### src/rtl/stack_pkg.sv
// Shared types and default sizing for the stack controller.
// The optional high-water mark is enabled with STACK_WATERMARK_EN.
package stack_pkg;

    typedef enum logic {
        RUN   = 1'b0,
        FAULT = 1'b1
    } state_t;

    localparam int DEF_WIDTH  = 16;
    localparam int DEF_NWORDS = 1024;

endpackage

### src/rtl/stack_ptr.sv
// Stack pointer (next free slot) with full/empty decode.
// The pointer saturates at both ends so it can never wrap.
module stack_ptr #(
    parameter  int NWORDS = 1024,
    localparam int AW     = $clog2(NWORDS)
) (
    input  logic        clk,
    input  logic        reset,
    input  logic        inc,
    input  logic        dec,
    output logic [AW:0] sp,
    output logic        full,
    output logic        empty
);

    localparam logic [AW:0] FULL_SP = (AW+1)'(NWORDS);
    localparam logic [AW:0] ONE     = (AW+1)'(1);

    logic [AW:0] r_sp;

    always_ff @(posedge clk) begin
        if (reset) begin
            r_sp <= '0;
        end else if (inc && !dec && r_sp != FULL_SP) begin
            r_sp <= r_sp + ONE;
        end else if (dec && !inc && r_sp != '0) begin
            r_sp <= r_sp - ONE;
        end
    end

    assign sp    = r_sp;
    assign full  = (r_sp == FULL_SP);
    assign empty = (r_sp == '0);

endmodule

### src/rtl/stack_ctrl.sv
// LIFO controller driving an external asynchronous-read stack RAM.
// Define STACK_WATERMARK_EN to add the max_depth high-water mark output.
//
//   state | meaning
//   RUN   | push/pop requests are serviced
//   FAULT | overflow/underflow seen; requests ignored until clear_err
module stack_ctrl
    import stack_pkg::*;
#(
    parameter  int WIDTH  = DEF_WIDTH,
    parameter  int NWORDS = DEF_NWORDS,
    localparam int AW     = $clog2(NWORDS)
) (
    input  logic             clk,
    input  logic             reset,
    input  logic             push,
    input  logic             pop,
    input  logic [WIDTH-1:0] push_data,
    input  logic             clear_err,
    output logic [WIDTH-1:0] pop_data,
    output logic             pop_valid,
    output logic             full,
    output logic             empty,
    output logic [AW:0]      depth,
    output logic             fault,
`ifdef STACK_WATERMARK_EN
    output logic [AW:0]      max_depth,
`endif
    output logic             mem_we,
    output logic [AW-1:0]    mem_a,
    output logic [WIDTH-1:0] mem_din,
    input  logic [WIDTH-1:0] mem_dout
);

    state_t           r_state;
    logic [WIDTH-1:0] r_pop_data;
    logic             r_pop_valid;

    logic [AW:0]      w_sp;
    logic             w_full;
    logic             w_empty;
    logic             w_run;
    logic             w_do_push;
    logic             w_do_pop;
    logic             w_swap;
    logic             w_bypass;
    logic             w_overflow;
    logic             w_underflow;
    logic [AW-1:0]    w_top;

    // Reset gates every operation so no RAM write escapes during reset.
    assign w_run       = (r_state == RUN) && !reset;
    assign w_do_push   = w_run &&  push && !pop && !w_full;
    assign w_do_pop    = w_run && !push &&  pop && !w_empty;
    assign w_swap      = w_run &&  push &&  pop && !w_empty;
    assign w_bypass    = w_run &&  push &&  pop &&  w_empty;
    assign w_overflow  = w_run &&  push && !pop &&  w_full;
    assign w_underflow = w_run && !push &&  pop &&  w_empty;

    stack_ptr #(.NWORDS(NWORDS)) u_ptr (
        .clk   (clk),
        .reset (reset),
        .inc   (w_do_push),
        .dec   (w_do_pop),
        .sp    (w_sp),
        .full  (w_full),
        .empty (w_empty)
    );

    assign w_top   = w_sp[AW-1:0] - AW'(1);
    assign mem_we  = w_do_push || w_swap;
    assign mem_a   = w_do_push ? w_sp[AW-1:0] : w_top;
    assign mem_din = push_data;

    always_ff @(posedge clk) begin
        if (reset) begin
            r_state     <= RUN;
            r_pop_data  <= '0;
            r_pop_valid <= 1'b0;
        end else begin
            r_pop_valid <= w_do_pop || w_swap || w_bypass;
            if (w_bypass) begin
                r_pop_data <= push_data;
            end else if (w_do_pop || w_swap) begin
                r_pop_data <= mem_dout;
            end
            case (r_state)
                RUN:     if (w_overflow || w_underflow) r_state <= FAULT;
                FAULT:   if (clear_err) r_state <= RUN;
                default: r_state <= RUN;
            endcase
        end
    end

`ifdef STACK_WATERMARK_EN
    localparam logic [AW:0] ONE = (AW+1)'(1);
    logic [AW:0] r_max_depth;

    always_ff @(posedge clk) begin
        if (reset) begin
            r_max_depth <= '0;
        end else if (w_do_push && w_sp >= r_max_depth) begin
            r_max_depth <= w_sp + ONE;
        end
    end

    assign max_depth = r_max_depth;
`endif

    assign pop_data  = r_pop_data;
    assign pop_valid = r_pop_valid;
    assign full      = w_full;
    assign empty     = w_empty;
    assign depth     = w_sp;
    assign fault     = (r_state == FAULT);

endmodule

### config.mk
export PLATFORM = sky130hd
export DESIGN_NAME = stack_ctrl
export DESIGN_NICKNAME = d
export VERILOG_FILES = /design/src/rtl/stack_pkg.sv /design/src/rtl/stack_ptr.sv /design/src/rtl/stack_ctrl.sv
export SDC_FILE = /design/constraint.sdc
export NUM_CORES = 1
export LEC_CHECK = 0
export BUFFER_PORTS_ARGS = -buffer_cell sky130_fd_sc_hd__buf_4
export CORE_MARGIN = 2
export CORE_UTILIZATION = 33
export CTS_CLUSTER_SIZE = 40
export DETAILED_ROUTE_END_ITERATION = 12
export GPL_ROUTABILITY_DRIVEN = 0
export SYNTH_ARGS = -nofsm -noshare
export SYNTH_HDL_FRONTEND = slang
export SYNTH_SLANG_ARGS = --single-unit
### constraint.sdc
create_clock -name clk -period 3 [get_ports clk]
set_input_delay 0.15 -clock clk [delete_from_list [all_inputs] [get_ports clk]]
set_output_delay 0.15 -clock clk [all_outputs]
set_load 0.005 [all_outputs]
==> results of run 1 <==
-- registers in the layout, indices dropped and copies added, names as in the netlist --
register / count
u_ptr.sp: 11
fault: 1
pop_valid: 1
pop_data: 16
-- metal layers --
| layer | up-vias | global-route usage (%) | wire length, µm |
|---|---|---|---|
| met4 | 0 | 4.40 | 59 |
| met2 | 75 | 26.8 | 2650 |
| met3 | 6 | 5.34 | 437 |
| met5 | - | 0 | 0 |
| met1 | 998 | 20.0 | 2540 |
| li1 | 1047 | - | - |
-- power groups by stage --
stage | registers, µW | logic (µW) | clock network (µW)
6_report | 582 | 1570 | 354
5_1_grt | 599 | 1730 | 383
3_3_place_gp | 591 | 1570 | 0
2_1_floorplan | 599 | 903 | 0
4_1_cts | 584 | 1580 | 366
3_5_place_dp | 592 | 1570 | 0
-- area by class of cell --
class / instances / area [µm²]
Fill cell: 613 / 3100
Multi-Input combinational cell: 181 / 1310
Timing Repair Buffer: 109 / 818
Sequential cell: 29 / 581
Clock buffer: 7 / 96.3
Tap cell: 75 / 93.8
Inverter: 6 / 22.5
Clock inverter: 1 / 5.00
-- path summary, 6_finish.rpt --
path                     from           end  slack (ns)  depth (start not counted)
setup / recovery        fault  u_ptr.sp[10]        0.17                          8
hold / removal    mem_dout[9]   pop_data[9]        0.13                          3
setup reg to reg        fault  u_ptr.sp[10]        0.17                          8
hold reg to reg   pop_data[2]   pop_data[2]        0.48                          2
-- critical path: stages (launching register included) --
cell and delay [ns]:
dfxtp_1 0.36, or4b_1 0.56, a41o_1 0.34, fa_1 0.43, a21o_1 0.21, o2bb2ai_1 0.17, o31ai_1 0.37, o21bai_1 0.17
a31oi_1 0.08
-- metrics by stage --
stage	cell area, µm²	std cells
2_1_floorplan	2090	243
3_3_place_gp	2820	400
3_5_place_dp	2820	400
4_1_cts	2930	408
5_1_grt	2930	408
6_report	2930	408
-- logic make-up after synthesis --
| kind of cell | count (synthesis) |
|---|---|
| buffers and inverters | 33 |
| XOR/XNOR | 15 |
| flip-flops | 29 |
| AO/OA/AOI/OAI | 63 |
| multiplexers | 17 |
| adder cells (fa/ha/maj) | 11 |
| AND/OR/NAND/NOR | 75 |
-- cell usage after synthesis (2+ instances only) --
cell	instances	area, µm²
dfxtp_1	29	581
nor2_1	19	71.3
nand3b_1	18	135
mux2i_1	17	170
o21ai_1	17	85.1
buf_4	16	120
nand2_1	15	56.3
a21oi_1	13	65.1
ha_1	10	125
xnor2_1	10	87.6
o21ai_0	8	40.0
nand3_1	7	35.0
clkbuf_1	6	22.5
inv_1	6	22.5
xor2_1	5	43.8
a211oi_1	3	22.5
a41oi_1	3	26.3
buf_2	3	15.0
nor3_1	3	15.0
o21a_1	3	22.5
or3_1	3	18.8
a21o_1	2	15.0
nand2b_1	2	12.5
nor4b_2	2	30.0
o21bai_1	2	15.0
==> summary.md, run 1 <==
| Metric | Value |
|---|---|
| Clk pwr share | 14.1% |
| Hold_buf cts | 0 |
| Final Max Tran Viols | 0 |
| Total number of vias | 2126 |
| Max-cap violations | 0 |
| Synth Register Bits | 29 |
| WL per Instance | 13.9 µm |
| Clock sink total | 29 |
| Syn_area_per_cell | 8.60 µm² |
| Grt ovf | 0 |
| Fin crit share | 94.2% |
| Io pins | 95 |
| Skew-Pair Late Insertion Delay | 0.28 ns |
| Share of post-route cells with drive strength above 1 | 37.2% |
| Worst setup path class | reg -> reg |
| Setup bufs post-CTS | 0 |
| Post-synthesis compound-gate area fraction | 19.2% |
| ANT cells | 0 |
| EDFF count, synth | 0 |
| Placement Setup Slack | 0.195 ns |
| Syn_nets | 291 |
| IO buf count | 94 |
| Post-CTS sizing | 0 |
| Slew headroom | 40.6% |
| CP max FO | 8 |
| Routed WL | 5690 µm |
| DRC viols | 0 |
| Power share of the sequential group | 23.3% |
| Ys async rst share | 0% |
| Slew @ Worst Pin | 0.891 ns |
| Synth Area in Adders | 6.94% |
| TNS Setup | 0 ns |
| Hpwl dp | 4360 µm |
| H-tree level count | 2 |
| # nets final | 380 |
| Psw | 1000 µW |
| Worst path required time | 3.16 ns |
| Min cycle time layout | 2.83 ns |
| WHS | 0.134 ns |
| Logic pwr share | 62.6% |
| Status | completed |
| Starting Density | 34.7% |
| GRT Total Usage | 16.1% |
| Leak pwr | 0.00143 µW |
| CTS Buf Count | 5 |
| Drt pass-1 iters | 4 |
| CP Capture Type | flop |
| Area grow syn2layout | 39.9% |
| Switching share of power | 40.0% |
| Most common cell after layout, fill and taps aside | buf_4 |
| CTS tree | built |
| Clk buf depth | 2 |
| Hold Vio Cnt, Final | 0 |
| Simple-gate share of the synthesized area | 21.6% |
| Most frequent cells in the layout | buf_4 (109), dfxtp_1 (29), nor2_1 (19), nand3b_1 (18) |
| First-pass GRT wire length | 9380 µm |
| Final Skew | 0.00661 ns |
| Largest family of logic cells by synthesized area | simple AND/OR/NAND/NOR gates |
| Setup ws final | 0.175 ns |
| Clock root cell | clkbuf_8 |
| Worst EP arrival | 2.98 ns |
| Mux contribution to synthesized area | 8.14% |
| Synth cell types | 46 |
| Vias in the first global route | 1974 |
| Synth Instances | 243 |
| Final ANT Viol Nets | 0 |
| Max Freq | 354 MHz |
| RSZ-0062 raised after global routing | no |
| Post-Route Utilization | 48.5% |
| Cell-internal power | 1500 µW |
| HP Class | in -> reg |
| Pwr Density | 856 nW/µm² |
| Register area share after synthesis | 27.8% |
| XOR/XNOR Fraction of Synth Area | 6.28% |
| Die Y | 83.6 µm |
| Clk slew on worst S/H paths | 0.06 ns |
| Final setup violation count | 0 |
| Die ar. | 6990 µm² |
| YS warnings | 0 |
| DR iter-0 viols | 71 |
| Initial antenna violation count | 0 |
| Peak supply drop | 594 µV |
| Synth Cell Area | 2090 µm² |
| Largest net degree at the start of global routing | 34 |
| Vias per inst | 5.21 |
| Top FF cell, synth | dfxtp_1 |
| Core Area | 6030 µm² |
| Total power | 2510 µW |
| Critical path startpoint category | flop |
| Site Rows | 28 |
| Chip Width | 83.6 µm |
Note: power is estimated with default switching activity, not from simulation.
==> run 2: changes to the inputs <==
--- a/config.mk
+++ b/config.mk
@@ -7,10 +7,11 @@
 export LEC_CHECK = 0
 export BUFFER_PORTS_ARGS = -buffer_cell sky130_fd_sc_hd__buf_4
 export CORE_MARGIN = 2
-export CORE_UTILIZATION = 33
+export CORE_UTILIZATION = 45
 export CTS_CLUSTER_SIZE = 40
 export DETAILED_ROUTE_END_ITERATION = 12
 export GPL_ROUTABILITY_DRIVEN = 0
+export PLACE_DENSITY = 0.77
 export SYNTH_ARGS = -nofsm -noshare
 export SYNTH_HDL_FRONTEND = slang
 export SYNTH_SLANG_ARGS = --single-unit
==> summary.md, run 2 (same netlist as run 1, synthesis figures left out) <==
| Metric | Value |
|---|---|
| RSZ-0062 raised after global routing | no |
| Fin crit share | 92.7% |
| IO buf count | 94 |
| Area grow syn2layout | 37.0% |
| Leak pwr | 0.00140 µW |
| Critical path startpoint category | flop |
| Skew-Pair Late Insertion Delay | 0.28 ns |
| Area after DPL | 2770 µm² |
| Pwr Density | 870 nW/µm² |
| Max-cap violations | 0 |
| Drt pass-1 iters | 4 |
| Initial antenna violation count | 0 |
| DR iter-0 viols | 75 |
| Total number of vias | 2100 |
| Final ANT Viol Nets | 0 |
| Max FFs per register | 16 |
| Hold Path Origin | mem_dout[14] |
| Vias per inst | 5.51 |
| Final Max Tran Viols | 0 |
| TNS Setup | 0 ns |
| # nets final | 376 |
| Slew @ Worst Pin | 0.880 ns |
| Register-to-register setup slack | 0.22 ns |
| Hpwl dp | 4330 µm |
| Worst path required time | 3.16 ns |
| Power share of the sequential group | 23.6% |
| Logic pwr share | 63.8% |
| WL per Instance | 15.2 µm |
| Setup bufs post-CTS | 0 |
| WHS | 0.135 ns |
| Site Rows | 24 |
| Switching share of power | 41.7% |
| Post-Route Utilization | 64.9% |
| Share of post-route cells with drive strength above 1 | 37.4% |
| Worst EP arrival | 2.94 ns |
| H-tree level count | 2 |
| Die ar. | 5210 µm² |
| Worst r2r src | fault |
| Chip Width | 72.2 µm |
| Slew headroom | 41.3% |
| Clk slew on worst S/H paths | 0.06 ns |
| Core Area | 4410 µm² |
| Crit path from | fault |
| CTS Buf Count | 5 |
| DRC viols | 0 |
| Peak supply drop | 678 µV |
| CP Capture Type | flop |
| Status | completed |
| Die Y | 72.2 µm |
| GRT Total Usage | 22.1% |
| Clk pwr share | 12.6% |
| Finished layout cell area | 2860 µm² |
| HP Class | in -> reg |
| CTS tree | built |
| ANT cells | 0 |
| Post-CTS sizing | 0 |
| Hold Vio Cnt, Final | 0 |
| Final Skew | 0.00555 ns |
| Psw | 1040 µW |
| Clock sink total | 29 |
| Min cycle time layout | 2.78 ns |
| Routed WL | 5790 µm |
| Worst setup path class | reg -> reg |
| Most frequent cells in the layout | buf_4 (105), dfxtp_1 (29), nor2_1 (19), nand3b_1 (18) |
| Most common cell after layout, fill and taps aside | buf_4 |
| Io pins | 95 |
| Max Freq | 360 MHz |
| Vias in the first global route | 1935 |
| Cell-internal power | 1450 µW |
| Largest net degree at the start of global routing | 34 |
| CP max FO | 11 |
| Grt ovf | 0 |
| Starting Density | 47.4% |
| Clk buf depth | 2 |
| First-pass GRT wire length | 9000 µm |
| Final setup violation count | 0 |
| Clock root cell | clkbuf_8 |
| Hold_buf cts | 0 |
==> run 2: cell count changes in the layout (fill, tap and decap cells not counted), sizes merged <==
cell / delta
clkbuf: -2
clkinvlp: +1
clkinv: +1
buf: -4
==> run 2: critical path, cell delays in order, from the launching register on <==
cell and delay (ns):
dfxtp_1 0.36, or4b_1 0.56, a41o_2 0.35, fa_1 0.42
a21o_1 0.22, o2bb2ai_2 0.16, o31ai_2 0.33, o21bai_1 0.16
a31oi_1 0.09
==> run 2: worst paths after layout <==
kind	cells after the start	endpoint
max reg2reg	8	u_ptr.sp[10]
min	3	pop_data[14]
min reg2reg	2	pop_data[3]
max	8	u_ptr.sp[10]
==> run 2: per-layer routing <==
metal	wire [µm]	track usage, %
met1	2470	26.4
met2	2710	37.4
met3	488	6.67
met4	110	7.97
met5	0	0
==> run 2: stage by stage <==
step | setup slack [ns] | instances | total power (µW)
3_5_place_dp | 0.123 | 373 | 2150
2_1_floorplan | 0.222 | 243 | 1500
4_1_cts | 0.0865 | 381 | 2470
5_1_grt | 0.00362 | 381 | 2700
6_report | 0.220 | 381 | 2490
3_3_place_gp | 0.207 | 373 | 2110
==> run 2: cell type report <==
| class | count | area (µm²) |
|---|---|---|
| multi-input combinational | 181 | 1320 |
| clock inverter | 3 | 17.5 |
| tap | 52 | 65.1 |
| timing repair buffer | 105 | 788 |
| clock buffer | 5 | 68.8 |
| inverter | 6 | 22.5 |
| fill | 368 | 1550 |
| sequential | 29 | 581 |
==> run 2: power by group through the flow <==
| stage | Clock [µW] | Sequential, µW | Combinational (µW) |
|---|---|---|---|
| floorplan | 0 | 599 | 903 |
| global placement | 0 | 592 | 1520 |
| detailed placement | 0 | 596 | 1550 |
| CTS | 322 | 588 | 1560 |
| global route | 345 | 604 | 1750 |
| finish | 314 | 588 | 1590 |
